`src/rtl/sea_iter_dec.sv`:
```
// sea_iter_dec: iterative SEA(96,8) decryption core, one Feistel round per
// clock on 48-bit halves. The optional abort input is enabled by defining
// SEA_ITER_ABORT_EN; the default build has no abort port.
//
// Handshake: a transfer happens on a rising clock edge where valid and ready
// are both high. in_ready is high only in IDLE. Once out_valid rises, it stays
// high and pt_l/pt_r stay stable until the edge where out_ready is high.
module sea_iter_dec #(
    parameter int NR = 52
) (
    input  logic        clk,
    input  logic        rst_n,
`ifdef SEA_ITER_ABORT_EN
    input  logic        abort,
`endif
    input  logic        in_valid,
    output logic        in_ready,
    input  logic [47:0] ci_l,
    input  logic [47:0] ci_r,
    input  logic [47:0] ki,
    output logic        out_valid,
    input  logic        out_ready,
    output logic [47:0] pt_l,
    output logic [47:0] pt_r,
    output logic        busy
);

    typedef enum logic [1:0] {
        ST_IDLE = 2'd0,
        ST_RUN  = 2'd1,
        ST_DONE = 2'd2
    } state_t;

    localparam logic [7:0] NR_LAST = 8'(NR - 1);

    // Per-word (byte) addition mod 256 with no carry between words.
    function automatic logic [47:0] word_add(input logic [47:0] x, input logic [47:0] k);
        logic [47:0] y;
        y = '0;
        for (int j = 0; j < 6; j++) begin
            y[8*j +: 8] = x[8*j +: 8] + k[8*j +: 8];
        end
        return y;
    endfunction

    // 3-bit substitution table applied to each bitslice of a word triple.
    function automatic logic [2:0] sbox3(input logic [2:0] n);
        logic [2:0] o;
        case (n)
            3'd0: o = 3'd0;
            3'd1: o = 3'd5;
            3'd2: o = 3'd6;
            3'd3: o = 3'd7;
            3'd4: o = 3'd4;
            3'd5: o = 3'd3;
            3'd6: o = 3'd1;
            default: o = 3'd2;
        endcase
        return o;
    endfunction

    // Bitsliced S layer: bit p of words 3m, 3m+1, 3m+2 forms one nibble.
    function automatic logic [47:0] s_layer(input logic [47:0] x);
        logic [47:0] y;
        logic [2:0]  n;
        logic [2:0]  o;
        y = '0;
        for (int m = 0; m < 2; m++) begin
            for (int p = 0; p < 8; p++) begin
                n = {x[24*m + 16 + p], x[24*m + 8 + p], x[24*m + p]};
                o = sbox3(n);
                y[24*m + p]      = o[0];
                y[24*m + 8 + p]  = o[1];
                y[24*m + 16 + p] = o[2];
            end
        end
        return y;
    endfunction

    // Word rotations: first word of each triple right by 1, last word left by 1.
    function automatic logic [47:0] r_layer(input logic [47:0] x);
        logic [47:0] y;
        logic [7:0]  w0;
        logic [7:0]  w2;
        y = x;
        for (int m = 0; m < 2; m++) begin
            w0 = x[24*m +: 8];
            w2 = x[24*m + 16 +: 8];
            y[24*m +: 8]      = {w0[0], w0[7:1]};
            y[24*m + 16 +: 8] = {w2[6:0], w2[7]};
        end
        return y;
    endfunction

    state_t      state_q, state_d;
    logic [7:0]  cnt_q, cnt_d;
    logic [47:0] l_q, l_d;
    logic [47:0] r_q, r_d;
    logic [47:0] key_q, key_d;
    logic [47:0] pt_l_q, pt_l_d;
    logic [47:0] pt_r_q, pt_r_d;
    logic        out_valid_q, out_valid_d;
    logic        busy_q, busy_d;

    logic        abort_req;
    logic [47:0] round_key;
    logic [47:0] f_out;
    logic [47:0] l_next;
    logic [47:0] r_next;

`ifdef SEA_ITER_ABORT_EN
    assign abort_req = abort;
`else
    assign abort_req = 1'b0;
`endif

    // One inverse Feistel round using the current counter as round index;
    // the word rotate-down is a right rotation of the 48-bit half by 8.
    always_comb begin
        round_key = key_q ^ {40'b0, cnt_q};
        f_out     = r_layer(s_layer(word_add(l_q, round_key)));
        l_next    = {r_q[7:0] ^ f_out[7:0], r_q[47:8] ^ f_out[47:8]};
        r_next    = l_q;
    end

    // Next-state and next-output logic for the IDLE/RUN/DONE controller.
    always_comb begin
        state_d     = state_q;
        cnt_d       = cnt_q;
        l_d         = l_q;
        r_d         = r_q;
        key_d       = key_q;
        pt_l_d      = pt_l_q;
        pt_r_d      = pt_r_q;
        out_valid_d = out_valid_q;
        busy_d      = busy_q;
        case (state_q)
            ST_IDLE: begin
                if (in_valid) begin
                    l_d     = ci_l;
                    r_d     = ci_r;
                    key_d   = ki;
                    cnt_d   = NR_LAST;
                    busy_d  = 1'b1;
                    state_d = ST_RUN;
                end
            end
            ST_RUN: begin
                if (abort_req) begin
                    cnt_d       = 8'd0;
                    busy_d      = 1'b0;
                    out_valid_d = 1'b0;
                    pt_l_d      = '0;
                    pt_r_d      = '0;
                    state_d     = ST_IDLE;
                end else begin
                    l_d = l_next;
                    r_d = r_next;
                    if (cnt_q == 8'd0) begin
                        pt_l_d      = l_next;
                        pt_r_d      = r_next;
                        out_valid_d = 1'b1;
                        busy_d      = 1'b0;
                        state_d     = ST_DONE;
                    end else begin
                        cnt_d = cnt_q - 8'd1;
                    end
                end
            end
            ST_DONE: begin
                if (abort_req) begin
                    cnt_d       = 8'd0;
                    out_valid_d = 1'b0;
                    pt_l_d      = '0;
                    pt_r_d      = '0;
                    state_d     = ST_IDLE;
                end else if (out_ready) begin
                    out_valid_d = 1'b0;
                    state_d     = ST_IDLE;
                end
            end
            default: begin
                state_d     = ST_IDLE;
                out_valid_d = 1'b0;
                busy_d      = 1'b0;
            end
        endcase
    end

    // Register all controller state, datapath and outputs.
    always_ff @(posedge clk or negedge rst_n) begin
        if (!rst_n) begin
            state_q     <= ST_IDLE;
            cnt_q       <= 8'd0;
            l_q         <= '0;
            r_q         <= '0;
            key_q       <= '0;
            pt_l_q      <= '0;
            pt_r_q      <= '0;
            out_valid_q <= 1'b0;
            busy_q      <= 1'b0;
        end else begin
            state_q     <= state_d;
            cnt_q       <= cnt_d;
            l_q         <= l_d;
            r_q         <= r_d;
            key_q       <= key_d;
            pt_l_q      <= pt_l_d;
            pt_r_q      <= pt_r_d;
            out_valid_q <= out_valid_d;
            busy_q      <= busy_d;
        end
    end

    assign in_ready  = (state_q == ST_IDLE);
    assign out_valid = out_valid_q;
    assign pt_l      = pt_l_q;
    assign pt_r      = pt_r_q;
    assign busy      = busy_q;

endmodule

```
`config.mk`:
```
export PLATFORM = sky130hd
export DESIGN_NAME = sea_iter_dec
export DESIGN_NICKNAME = d
export VERILOG_FILES = /design/src/rtl/sea_iter_dec.sv
export SDC_FILE = /design/constraint.sdc
export NUM_CORES = 1
export LEC_CHECK = 0
export ABC_AREA = 1
export CORE_AREA = 2 2 158 160
export CTS_CLUSTER_DIAMETER = 80
export CTS_CLUSTER_SIZE = 30
export DETAILED_ROUTE_END_ITERATION = 10
export DIE_AREA = 0 0 160 162
export PLACE_DENSITY = 0.86
export SLEW_MARGIN = 5
export SYNTH_ARGS = -nofsm -noshare
export SYNTH_HDL_FRONTEND = slang
export SYNTH_SLANG_ARGS = --single-unit
```
`constraint.sdc`:
```
create_clock -name clk -period 6.85 [get_ports clk]
set_clock_uncertainty 0.05 [all_clocks]
set_input_delay 2.055 -clock clk [delete_from_list [all_inputs] [get_ports clk]]
set_output_delay 2.055 -clock clk [all_outputs]
set_load 0.01 [all_outputs]
```
# Word-level counts from Yosys, hierarchy flattened
# Cells that the tools add are included.
dict set report classes {
  add_sub_neg 7
  n_eq_ne 102
  n_mux 33
  bitwise_logic 5
  reduce_logical 26
}
# cell count
set op_table {}
lappend op_table {{$pmux W3 S7} 16}
lappend op_table {{$pmux W48 S2} 2}
lappend op_table {{$eq A3 B3 Y1 const B} 48}
lappend op_table {{$eq A3 B2 Y1 const B} 32}
lappend op_table {{$mux W48} 2}
lappend op_table {{$add A8 B8 Y8} 6}
lappend op_table {{$eq A3 B1 Y1 const B} 16}
lappend op_table {{$logic_not A3 Y1} 16}
lappend op_table {{$xor A48 B8 Y48} 1}
lappend op_table {{$xor A40 B40 Y40} 1}
lappend op_table {{$mux W8} 2}
lappend op_table {{$pmux W8 S2} 1}
lappend op_table {{$reduce_and A3 Y1} 4}
lappend op_table {{$logic_not A8 Y1} 1}
lappend op_table {{$ne A2 B2 Y1 const B} 4}
lappend op_table {{$sub A8 B1 Y8 const B} 1}
lappend op_table {{$xor A8 B8 Y8} 1}
lappend op_table {{$mux W2} 3}
lappend op_table {{$pmux W1 S3} 2}
lappend op_table {{$pmux W2 S3} 1}
lappend op_table {{$reduce_and A2 Y1} 3}
lappend op_table {{$mux W1} 4}
lappend op_table {{$eq A2 B1 Y1 const B} 1}
lappend op_table {{$eq A2 B2 Y1 const B} 1}
lappend op_table {{other kinds (3)} 4}
dict set report word_totals {
  reg_bits 252
  out_inout_bits 99
}

# Logic depth before layout (Yosys ltp)
dict set report logic_depth {
  word_depth 6
  ltp_mapped 15
  ltp_nobuf 15
}

# Least setup slack after synthesis
# OpenSTA, ideal clock, no wires.
dict set report synth_path {
  path_kind {register to output}
  start {register state_q[0]}
  end {output in_ready}
  arrival_ps 1126
  setup_slack_ps 3619
  stages_incl_launch_ff 4
  path_buffers 2
  path_cell_list {dfrtp_1 > nor2_4 > buf_2 > buf_1}
}
dict set report synth_between {
  elab_chain_len 1
}
# element line
set synth_rtl {}
lappend synth_rtl {{start, declared} 95} ;# state_t state_q, state_d;
lappend synth_rtl {{start signal, assigned} 203} ;# state_q <= state_d;
lappend synth_rtl {{$logic_not A2 Y1} 215} ;# assign in_ready = (state_q == ST_IDLE);
lappend synth_rtl {{end, declared} 17} ;# output logic in_ready,
# No other way between the ends.

# Final worst setup path
dict set report layout_path {
  start {input in_valid}
  end {register l_q[43]}
}
dict set report layout_between {
  elab_chain_len 2
}
# element line
set layout_rtl {}
lappend layout_rtl {{start, declared} 16} ;# input logic in_valid,
lappend layout_rtl {{$ne A2 B2 Y1 (no source line)} --}
lappend layout_rtl {{$reduce_and A2 Y1 (no source line)} --}
lappend layout_rtl {{end signal, assigned} 205} ;# l_q <= l_d;
lappend layout_rtl {{end, declared} 97} ;# logic [47:0] l_q, l_d;
# No other way between the ends.
# A chain may end at the register's enable or synchronous reset.

==> results.cfg <==
[min_path]
hp-class = reg2reg

[global_routing]
grt_first_pass_wirelength_mm = 66.2
first_global_vias = 12500
grt_use_total = 0.325
antenna_found_initial = 0
grt_max_degree = 131
overflow = 0

[die]
chipHeight_um = 162
fp.dieW_um = 160
io_pins = 247
core_area_um2 = 24100
dieArea_um2 = 25900
num_rows = 57
start_util = 0.577

[placement]
place.port_buffers = 246
dp_hpwl_mm = 31.6
place_congestion = 0.894

[cells_and_area]
seqCellArea_um2 = 6310
final_layout_size_suffix_gt1_frac = 0.0487
area_growth_pct = 22.6
multi_input_area_um2 = 6520
antenna_cells = 0
nets = 2122
fillers = 1939

[drt]
ant_nets = 0
vias = 13000
viasPerCell = 5.76
post_drt_wl_per_cell_um = 18.9
drt_iter0_markers = 1270
first_pass_iters = 6
post-route-drc-count = 0
wirelength_mm = 42.7

[clock_network]
holdBufCountCts = 0
cts_tree = yes
clk_pin_slew_ps = 120
htree_levels = 1
cts.sinks = 252
clock_path_buffers = 3
postCtsSetupRepairBufs = 0
clkLatencyLatePin_ps = 520
cts_inserted_buffers = 14
clock-root-buffer = clkbuf_16
ctsResizeCount = 0

[yosys]
syn_inst = 1722
synth_area_leaders = dfrtp_1, nand2_1, nand3_1
synth_nets = 1921
synth.distinct_cells = 29
ys_seq_elements = 252
yosys_warnings = 0
syn_avg_cell_area_um2 = 8.08
yosysTopAreaCell = dfrtp_1
synth_top_area_frac = 0.453
syn-cell-area_um2 = 13900
ys_seq_area_frac = 0.453

[timing]
setup_violations = 0
fmax_mhz = 256
worstMarginPinSlew_ps = 1010
grt_setup_unrepaired = no
fin_tns_setup_ps = 0
finalCritPeriodShare = 0.570
period_minus_slack_ps = 3910
slew_headroom = 0.323
hold_viol_final = 0
whs_ps = 438
slew_violations = 0

[worst_setup_path]
cp_common_cell = buf_4
critical_path.max_stage_delay_ps = 850
path_delay_family = simple AND/OR/NAND/NOR gates
reg2reg_slack_ps = 3520
cp_num_buf_inv = 3
arrival_ps = 4260
required_ps = 7210
path_max_fanout = 46
critPathKind = in2reg
cp-start-kind = input port
cp_slowest_cell = nand2_2
endpoint_kind = register
cp_cell_sequence = buf_4 > nand2_4 > nand2_2 > buf_4 > o21ai_0 > inv_1 > nand2_1

[run]
cap_violations = 0

[outcome]
outcome = complete, no violations
[layout by cell type (no fill, tap or decap), drive strengths merged]
cell,count
nand2,506
nand3,262
dfrtp,252
clkdlybuf4s50,244
inv,212
o21ai,93
mux2,49
ha,45
nor2,44
o221ai,41
xor2,37
xnor2,26
o211ai,26
a21oi,26
nand4,22
clkbuf,15
buf,12
fa,6
clkinv,6
a21boi,2
a31oi,1
or2,1
nand3b,1
[logic make-up (layout without fill, tap and decap cells)]
group | Yosys count | after routing | share of synthesized area
AND/OR/NAND/NOR | 836 | 836 | 0.255
buffers and inverters | 282 | 489 | 0.0790
multiplexers | 49 | 49 | 0.0397
flip-flops | 252 | 252 | 0.453
AO/OA/AOI/OAI | 189 | 189 | 0.0845
adder cells (fa/ha/maj) | 51 | 51 | 0.0491
XOR/XNOR | 63 | 63 | 0.0397
[cells in the mapped netlist, drive strengths merged]
master,number
a21boi,2
a21oi,26
a31oi,1
buf,42
clkbuf,29
dfrtp,252
fa,6
ha,45
inv,211
mux2,49
nand2,506
nand3,262
nand3b,1
nand4,22
nor2,44
o211ai,26
o21ai,93
o221ai,41
or2,1
xnor2,26
xor2,37
[sequential cells by signal, indices dropped and copies added (netlist names)]
| name | flops |
|---|---|
| cnt_q | 8 |
| busy | 1 |
| pt_l | 48 |
| r_q | 48 |
| l_q | 48 |
| key_q | 48 |
| state_q | 2 |
| out_valid | 1 |
| pt_r | 48 |
[worst paths after layout]
check                           start       end  cells after the start
max                          in_valid   l_q[43]                      7
min                          pt_l[32]  pt_l[32]                      2
max reg2reg                state_q[0]   l_q[43]                      9
min reg2reg                  pt_l[32]  pt_l[32]                      2
max in group asynchronous       rst_n  pt_r[12]                      2
min in group asynchronous       rst_n  pt_r[46]                      1
[stage by stage]
| stage | instance area (µm²) | instances | utilization | worst slack, ps |
|---|---|---|---|---|
| 2_1_floorplan | 13900 | 1722 | - | 3620 |
| 3_3_place_gp | 16600 | 2231 | 0.688 | 2550 |
| 3_5_place_dp | 16600 | 2231 | 0.688 | 2500 |
| 4_1_cts | 17100 | 2253 | 0.707 | 3030 |
| 5_1_grt | 17100 | 2253 | 0.707 | 2790 |
| 6_report | 17100 | 2253 | 0.707 | 2940 |
[cell type report]
type                    instances  area share
multi-input cells            1188       0.383
flip-flops and latches        252       0.370
repair buffers                256       0.150
inverters                     211      0.0464
well taps                     324      0.0238
clock buffers                  15      0.0220
clock inverters                 7     0.00580
[routing by layer]
layer,GRT usage,up-vias,wire length (µm)
li1,-,6044,-
met1,0.432,6186,17000
met2,0.546,639,20400
met3,0.0452,99,3390
met4,0.127,0,1790
met5,0,-,0
[worst reg2reg max path: cells and delay by family (launching register included)]
kind | cells | cell delay, ps
buf+inv | 5 | 1220
compound gates | 1 | 150
flops | 1 | 490
simple gates | 3 | 1320
Power is not shown: default switching activity piles up to over one toggle a cycle in this logic, so the estimate is an artifact.
